**src/rtl/fight_pkg.sv**
```systemverilog
// fight_pkg: shared encodings for the fighting-game logic.
//   - 4-bit character FSM states (shared with char_state_handler)
//   - round sequencing states
//   - winner codes
//   - next_armed(): per-attacker arming rule used by hit_resolver
package fight_pkg;

  typedef enum logic [3:0] {
    ST_IDLE         = 4'd0,
    ST_LEFT         = 4'd1,
    ST_RIGHT        = 4'd2,
    ST_ATK_START    = 4'd3,
    ST_ATK_ACTIVE   = 4'd4,
    ST_ATK_RECOVERY = 4'd5,
    ST_DIR_START    = 4'd6,
    ST_DIR_ACTIVE   = 4'd7,
    ST_DIR_RECOVERY = 4'd8,
    ST_STUN         = 4'd9
  } char_state_e;

  typedef enum logic [1:0] {
    R_READY = 2'd0,
    R_FIGHT = 2'd1,
    R_OVER  = 2'd2
  } round_state_e;

  localparam logic [1:0] WIN_NONE = 2'b00;
  localparam logic [1:0] WIN_P0   = 2'b01;
  localparam logic [1:0] WIN_P1   = 2'b10;
  localparam logic [1:0] WIN_DRAW = 2'b11;

  // An attack arms on its start-up frame and disarms once it lands or once
  // the character is back in a non-attacking state, so one swing = one hit.
  function automatic logic next_armed(input logic armed,
                                      input logic [3:0] st,
                                      input logic hit_landed);
    logic nxt;
    nxt = armed;
    if (st == ST_ATK_START || st == ST_DIR_START) begin
      nxt = 1'b1;
    end else if (st == ST_IDLE || st == ST_LEFT || st == ST_RIGHT ||
                 st == ST_STUN) begin
      nxt = 1'b0;
    end
    if (hit_landed) begin
      nxt = 1'b0;
    end
    return nxt;
  endfunction

endpackage

```
**src/rtl/attack_reach_check.sv**
```systemverilog
// attack_reach_check: combinational reach test for one attacker.
// Ports:
//   atk_state - attacker's character FSM state
//   gap       - signed horizontal gap between the bodies (<= 0 is overlap)
//   in_reach  - attacker is in an active frame and the defender is in range
module attack_reach_check
  import fight_pkg::*;
#(
  parameter int GAP_W         = 12,
  parameter int ATK_RANGE     = 32,
  parameter int DIR_ATK_RANGE = 48
) (
  input  logic [3:0]              atk_state,
  input  logic signed [GAP_W-1:0] gap,
  output logic                    in_reach
);

  localparam logic signed [GAP_W-1:0] ATK_LIM = GAP_W'(ATK_RANGE);
  localparam logic signed [GAP_W-1:0] DIR_LIM = GAP_W'(DIR_ATK_RANGE);

  always_comb begin
    in_reach = 1'b0;
    if (atk_state == ST_ATK_ACTIVE) begin
      in_reach = (gap < ATK_LIM);
    end else if (atk_state == ST_DIR_ACTIVE) begin
      in_reach = (gap < DIR_LIM);
    end
  end

endmodule

```
**src/rtl/hit_resolver.sv**
```systemverilog
// hit_resolver: per-frame hit detection, stun issue, health and round flow
// for two characters (char 0 on the left, char 1 on the right).
// Ports:
//   CLOCK, RESET           - clock, synchronous active-high reset
//   frame_tick             - one-cycle pulse per game frame; all updates gated
//   start_btn              - restart request, honoured only in R_OVER
//   p0/p1_state, _x, _block- character FSM state, left edge, block flag
//   p0/p1_load_frame       - stun frames to load into the handler (0 = none)
//   p0/p1_health           - remaining health
//   char_enable            - enable to both handlers (high only in R_FIGHT)
//   hit_event              - bit i pulses one cycle when char i is hit
//   winner                 - 00 none, 01 char 0, 10 char 1, 11 draw
//
// Round FSM:
//   state   | meaning
//   R_READY | countdown running, characters disabled
//   R_FIGHT | characters enabled, hits resolved each frame
//   R_OVER  | round finished, waiting for start_btn
module hit_resolver
  import fight_pkg::*;
#(
  parameter int              X_W              = 10,
  parameter int              CHAR_W           = 64,
  parameter int              ATK_RANGE        = 32,
  parameter int              DIR_ATK_RANGE    = 48,
  parameter logic [4:0]      HITSTUN          = 5'd12,
  parameter logic [4:0]      BLOCKSTUN        = 5'd6,
  parameter int              HP_W             = 2,
  parameter logic [HP_W-1:0] INIT_HEALTH      = 3,
  parameter int              COUNTDOWN_FRAMES = 180
) (
  input  logic            CLOCK,
  input  logic            RESET,
  input  logic            frame_tick,
  input  logic            start_btn,
  input  logic [3:0]      p0_state,
  input  logic [3:0]      p1_state,
  input  logic [X_W-1:0]  p0_x,
  input  logic [X_W-1:0]  p1_x,
  input  logic            p0_block,
  input  logic            p1_block,
  output logic [4:0]      p0_load_frame,
  output logic [4:0]      p1_load_frame,
  output logic [HP_W-1:0] p0_health,
  output logic [HP_W-1:0] p1_health,
  output logic            char_enable,
  output logic [1:0]      hit_event,
  output logic [1:0]      winner
);

  localparam int GAP_W = X_W + 2;
  localparam int CNT_W = $clog2(COUNTDOWN_FRAMES + 1);

  round_state_e    round_q, round_d;
  logic [CNT_W-1:0] countdown_q, countdown_d;
  logic [HP_W-1:0] p0_health_q, p0_health_d;
  logic [HP_W-1:0] p1_health_q, p1_health_d;
  logic [4:0]      p0_load_q, p0_load_d;
  logic [4:0]      p1_load_q, p1_load_d;
  logic [1:0]      armed_q, armed_d;
  logic            char_enable_q, char_enable_d;
  logic [1:0]      hit_event_q, hit_event_d;
  logic [1:0]      winner_q, winner_d;

  logic signed [GAP_W-1:0] gap;
  logic                    p0_in_reach;
  logic                    p1_in_reach;
  // hit_on[i]: char i is the defender of a hit landing this tick
  logic [1:0]              hit_on;

  // Two extra bits keep the sum from wrapping and leave room for a sign.
  assign gap = $signed({2'b00, p1_x}) - $signed({2'b00, p0_x})
             - $signed(GAP_W'(CHAR_W));

  attack_reach_check #(
    .GAP_W        (GAP_W),
    .ATK_RANGE    (ATK_RANGE),
    .DIR_ATK_RANGE(DIR_ATK_RANGE)
  ) u_reach_p0 (
    .atk_state(p0_state),
    .gap      (gap),
    .in_reach (p0_in_reach)
  );

  attack_reach_check #(
    .GAP_W        (GAP_W),
    .ATK_RANGE    (ATK_RANGE),
    .DIR_ATK_RANGE(DIR_ATK_RANGE)
  ) u_reach_p1 (
    .atk_state(p1_state),
    .gap      (gap),
    .in_reach (p1_in_reach)
  );

  always_comb begin
    round_d       = round_q;
    countdown_d   = countdown_q;
    p0_health_d   = p0_health_q;
    p1_health_d   = p1_health_q;
    p0_load_d     = p0_load_q;
    p1_load_d     = p1_load_q;
    armed_d       = armed_q;
    char_enable_d = char_enable_q;
    winner_d      = winner_q;
    hit_event_d   = 2'b00;
    hit_on        = 2'b00;

    if (frame_tick) begin
      // A nonzero stun value lives exactly one frame so the handler always
      // sees a fresh 0 -> nonzero edge.
      p0_load_d = 5'd0;
      p1_load_d = 5'd0;

      if (round_q == R_FIGHT) begin
        hit_on[1] = armed_q[0] & p0_in_reach;
        hit_on[0] = armed_q[1] & p1_in_reach;
      end
      hit_event_d = hit_on;

      // A defender already in stun still takes damage but gets no reload.
      if (hit_on[1]) begin
        if (p1_state != ST_STUN) begin
          p1_load_d = p1_block ? BLOCKSTUN : HITSTUN;
        end
        if (!p1_block && p1_health_q != '0) begin
          p1_health_d = p1_health_q - 1'b1;
        end
      end
      if (hit_on[0]) begin
        if (p0_state != ST_STUN) begin
          p0_load_d = p0_block ? BLOCKSTUN : HITSTUN;
        end
        if (!p0_block && p0_health_q != '0) begin
          p0_health_d = p0_health_q - 1'b1;
        end
      end

      armed_d[0] = next_armed(armed_q[0], p0_state, hit_on[1]);
      armed_d[1] = next_armed(armed_q[1], p1_state, hit_on[0]);

      case (round_q)
        R_READY: begin
          if (countdown_q == CNT_W'(1)) begin
            round_d       = R_FIGHT;
            char_enable_d = 1'b1;
          end else begin
            countdown_d = countdown_q - 1'b1;
          end
        end
        R_FIGHT: begin
          if (p0_health_d == '0 || p1_health_d == '0) begin
            round_d       = R_OVER;
            char_enable_d = 1'b0;
            if (p0_health_d == '0 && p1_health_d == '0) begin
              winner_d = WIN_DRAW;
            end else if (p1_health_d == '0) begin
              winner_d = WIN_P0;
            end else begin
              winner_d = WIN_P1;
            end
          end
        end
        R_OVER: begin
          if (start_btn) begin
            round_d     = R_READY;
            countdown_d = CNT_W'(COUNTDOWN_FRAMES);
            p0_health_d = INIT_HEALTH;
            p1_health_d = INIT_HEALTH;
            armed_d     = 2'b00;
            winner_d    = WIN_NONE;
          end
        end
        default: begin
          round_d = R_READY;
        end
      endcase
    end
  end

  always_ff @(posedge CLOCK) begin
    if (RESET) begin
      round_q       <= R_READY;
      countdown_q   <= CNT_W'(COUNTDOWN_FRAMES);
      p0_health_q   <= INIT_HEALTH;
      p1_health_q   <= INIT_HEALTH;
      p0_load_q     <= 5'd0;
      p1_load_q     <= 5'd0;
      armed_q       <= 2'b00;
      char_enable_q <= 1'b0;
      hit_event_q   <= 2'b00;
      winner_q      <= WIN_NONE;
    end else begin
      round_q       <= round_d;
      countdown_q   <= countdown_d;
      p0_health_q   <= p0_health_d;
      p1_health_q   <= p1_health_d;
      p0_load_q     <= p0_load_d;
      p1_load_q     <= p1_load_d;
      armed_q       <= armed_d;
      char_enable_q <= char_enable_d;
      hit_event_q   <= hit_event_d;
      winner_q      <= winner_d;
    end
  end

  assign p0_load_frame = p0_load_q;
  assign p1_load_frame = p1_load_q;
  assign p0_health     = p0_health_q;
  assign p1_health     = p1_health_q;
  assign char_enable   = char_enable_q;
  assign hit_event     = hit_event_q;
  assign winner        = winner_q;

endmodule

```
**config.mk**
```make
export PLATFORM = sky130hd
export DESIGN_NAME = hit_resolver
export DESIGN_NICKNAME = d
export VERILOG_FILES = /design/src/rtl/fight_pkg.sv /design/src/rtl/attack_reach_check.sv /design/src/rtl/hit_resolver.sv
export SDC_FILE = /design/constraint.sdc
export NUM_CORES = 1
export LEC_CHECK = 0
export CORE_ASPECT_RATIO = 1.4
export CORE_MARGIN = 2
export CORE_UTILIZATION = 44
export CTS_CLUSTER_SIZE = 24
export DETAILED_ROUTE_END_ITERATION = 7
export HOLD_SLACK_MARGIN = 0.15
export PLACE_DENSITY = 0.74
export SLEW_MARGIN = 20
export SYNTH_ARGS = -nofsm -noshare
export SYNTH_HDL_FRONTEND = slang
export SYNTH_SLANG_ARGS = --single-unit
```
**constraint.sdc**
```tcl
create_clock -name CLOCK -period 3.25 [get_ports CLOCK]
set_clock_uncertainty 0.05 [all_clocks]
set_input_delay 0.65 -clock CLOCK [delete_from_list [all_inputs] [get_ports CLOCK]]
set_output_delay 0.65 -clock CLOCK [all_outputs]
set_load 0.02 [all_outputs]
```
==> out/metrics.yaml <==
yosys_warnings: 0
clock_latency_ns: 0.27
clkPwrFrac_pct: 22.0
antenna_found_initial: 0
r2r-start: "round_q[0]"
path_delay_family: "simple AND/OR/NAND/NOR gates"
detail_route.wirelength_mm: 5.52
cap_violations: 0
clk_path_buf_depth: 2
cp-end-kind: "register"
switching_power_mw: 0.263
critical_path_class: "input port to register"
seqPwrFrac_pct: 41.2
num_antenna_cells: 0
ys.flop_type: "dfxtp_1"
cp_slowest_cell: "or4_4"
min_period_ns: 3.11
drc_errors: 0
grt_pass1_vias: 1997
clk_pin_slew_ns: 0.09
synth-seq-cells: 27
final_cell_mix: "34 x clkdlybuf4s50_1, 27 x dfxtp_1, 26 x buf_4"
worst_ep_arrival_time_ns: 3.23
dp_hpwl_mm: 4.02
worstSetupStartpoint: "p0_x[8]"
slowest_delay_ns: 0.53
cts_buffers: 3
cts-root-buf: "clkbuf_8"
setup_ws_ns: 0.135
start_kind: "input port"
die_x_um: 60.3
fin_cells: 375
nets: 363
path_cells: "clkdlybuf4s50_1, inv_1, ha_4, o21a_1, o32ai_1, a21o_1, or4_4, o211ai_4, a2111oi_4, mux2i_2, nor3_1, nand3b_1"
grt_setup_unrepaired: "false"
wire_per_inst_um: 14.7
status: "finished clean"
netlist.area_leader.share_pct: 27.7
die-area_mm2: 0.00499
gp_congestion: 0.889
max-vdd-ir-drop_uv: 344
power_frac_comb_pct: 36.8
cts-htree-levels: 1
ff2ff_path_depth: 8
synth_area_mm2: 0.00195
drt-initial-drc-count: 106
grt_start_max_net_pins: 19
die_height_um: 82.8
setup_viol: 0
first_pass_iters: 4
ys_seq_area_share_pct: 27.7
grt-ovfl-total: 0
powerDensity_mw_per_mm2: 283
cp.buffers_inverters: 2
power.leakage_nw: 1.24
avgSynthCellArea_um2: 8.13
final_common_cell: "clkdlybuf4s50_1"
grt_usage_pct: 22.2
avgViaCountPerCell: 5.45
grt_pass1_wl_mm: 8.47
worstReg2RegEnd: "countdown_q[7]"
crit_fanout: 5
worst_slew_pin_slew_ns: 0.660
async_reset_ff_share_pct: 0
path_depth: 12
power.share.switching_pct: 30.9
critPathCapture: "winner[0]"
vias: 2044
r2r_slack_ns: 0.85
required_ns: 3.36
ys_top_cells_by_area: "dfxtp_1 28%, ha_1 8.3%, nor2_1 4.4%"
synth_edf_count: 0
area_growth_pct: 54.3
yosysTopAreaCell: "dfxtp_1"
pre_cts_ws_ns: -0.520
post-route-period-util_pct: 95.8
syn-instance-count: 240
ios: 53
synthDistinctLibCells: 67
slew_headroom_pct: 55.8
initial_core_util_pct: 46.0
tritoncts: "built"
io_buffers: 48
placed_cells: 365
clkSinkCount: 27
hold_path.class: "register to register"
placementRows: 28
drive_gt1_share_pct: 25.4
ant_nets: 0
core_mm2: 0.00424
fmax_ghz: 0.321
maxSlewViolCount: 0
p_int_mw: 0.588
hold_viol: 0
## state kept, by name, summed over array words and instances, names as in the netlist
register,flops
countdown_q,8
p0_load_frame,3
p1_load_frame,3
armed_q,2
hit_event,2
p0_health,2
p1_health,2
round_q,2
winner,2
char_enable,1
## layer usage
metal	global-route usage, %	share of wire, %	wire (µm)	vias to the layer above
li1	-	-	-	998
met1	22.6	38	2080	980
met2	44.3	57	3130	55
met3	1.86	3.1	171	11
met4	9.11	2.4	133	0
met5	0	0	0	-
## repair_timing
item,CTS,global route
buffers inserted,8,0
endpoints found under the hold margin,0,0
resized for setup,35,26
endpoints found under the setup margin,14,11
hold buffers,0,0
pin swaps,19,24
## logic make-up (layout without fill, tap and decap cells)
group	Yosys count	count (layout)	share of synthesized area [%]
buffers and inverters	31	103	7.18
muxes	3	3	1.80
DFF	27	27	27.7
AOI/OAI and AO/OA	60	60	24.2
xor gates and xnor gates	11	11	4.94
adders and majority gates	13	13	8.34
and+or+nand+nor	94	94	25.7
other	1	4	0.192
## power groups by stage
stage | Clock, mW | Combinational, mW | Sequential (mW)
2_1_floorplan | 0 | 0.142 | 0.357
3_3_place_gp | 0 | 0.236 | 0.358
3_5_place_dp | 0 | 0.239 | 0.358
4_1_cts | 0.194 | 0.289 | 0.351
5_1_grt | 0.207 | 0.338 | 0.353
6_report | 0.187 | 0.313 | 0.351
## synth_stat cells (2+ instances only)
master     number
a21oi_1        12
a211oi_1        3
and4b_1         2
o22ai_1         2
o21a_1          4
nor4_1          4
nand3_1         4
o21ai_2         2
or3_1           4
nor3_1          8
a2bb2oi_1       2
o21ai_0         6
and2_1          3
nor2_1         23
ha_1           13
dfxtp_1        27
buf_4           4
a21o_1          3
inv_1          21
a22o_1          2
nand2_1        21
a31oi_1         4
xnor2_1         8
clkbuf_1        3
nor2b_1         4
nand2b_1        6
o211ai_1        3
xor2_1          3
## area by class of cell
type / instances / area [µm²]
timing repair buffer: 77 / 718
tap: 60 / 75.1
clock buffer: 3 / 41.3
fill: 331 / 1230
multi-input combinational: 185 / 1550
sequential: 27 / 541
inverter: 22 / 82.6
clock inverter: 1 / 5.00
## how the worst min path moves through the flow
stage / from / endpoint / slack [ns] / cells past startpoint
after floorplan: armed_q[0] / armed_q[0] / 0.41 / 2
after global placement: p1_load_frame[2] / p1_load_frame[2] / 0.39 / 1
after detailed placement: p1_load_frame[2] / p1_load_frame[2] / 0.40 / 1
after CTS: p0_load_frame[2] / p0_load_frame[2] / 0.42 / 2
after global routing: p0_load_frame[2] / p0_load_frame[2] / 0.44 / 2
final: p1_load_frame[2] / p1_load_frame[2] / 0.42 / 1
## through the flow
stage	setup TNS, ns	utilization [%]	hold WS, ns	total power [mW]	area (µm²)
5_1_grt	0	71.0	0.443	0.898	3010
3_3_place_gp	-5.36	62.1	0.389	0.594	2630
2_1_floorplan	0	-	0.407	0.499	1960
3_5_place_dp	-6.02	62.1	0.401	0.598	2630
6_report	0	71.0	0.421	0.851	3010
4_1_cts	0	68.4	0.424	0.833	2900
No activity file was read; power rests on OpenSTA's default activity.
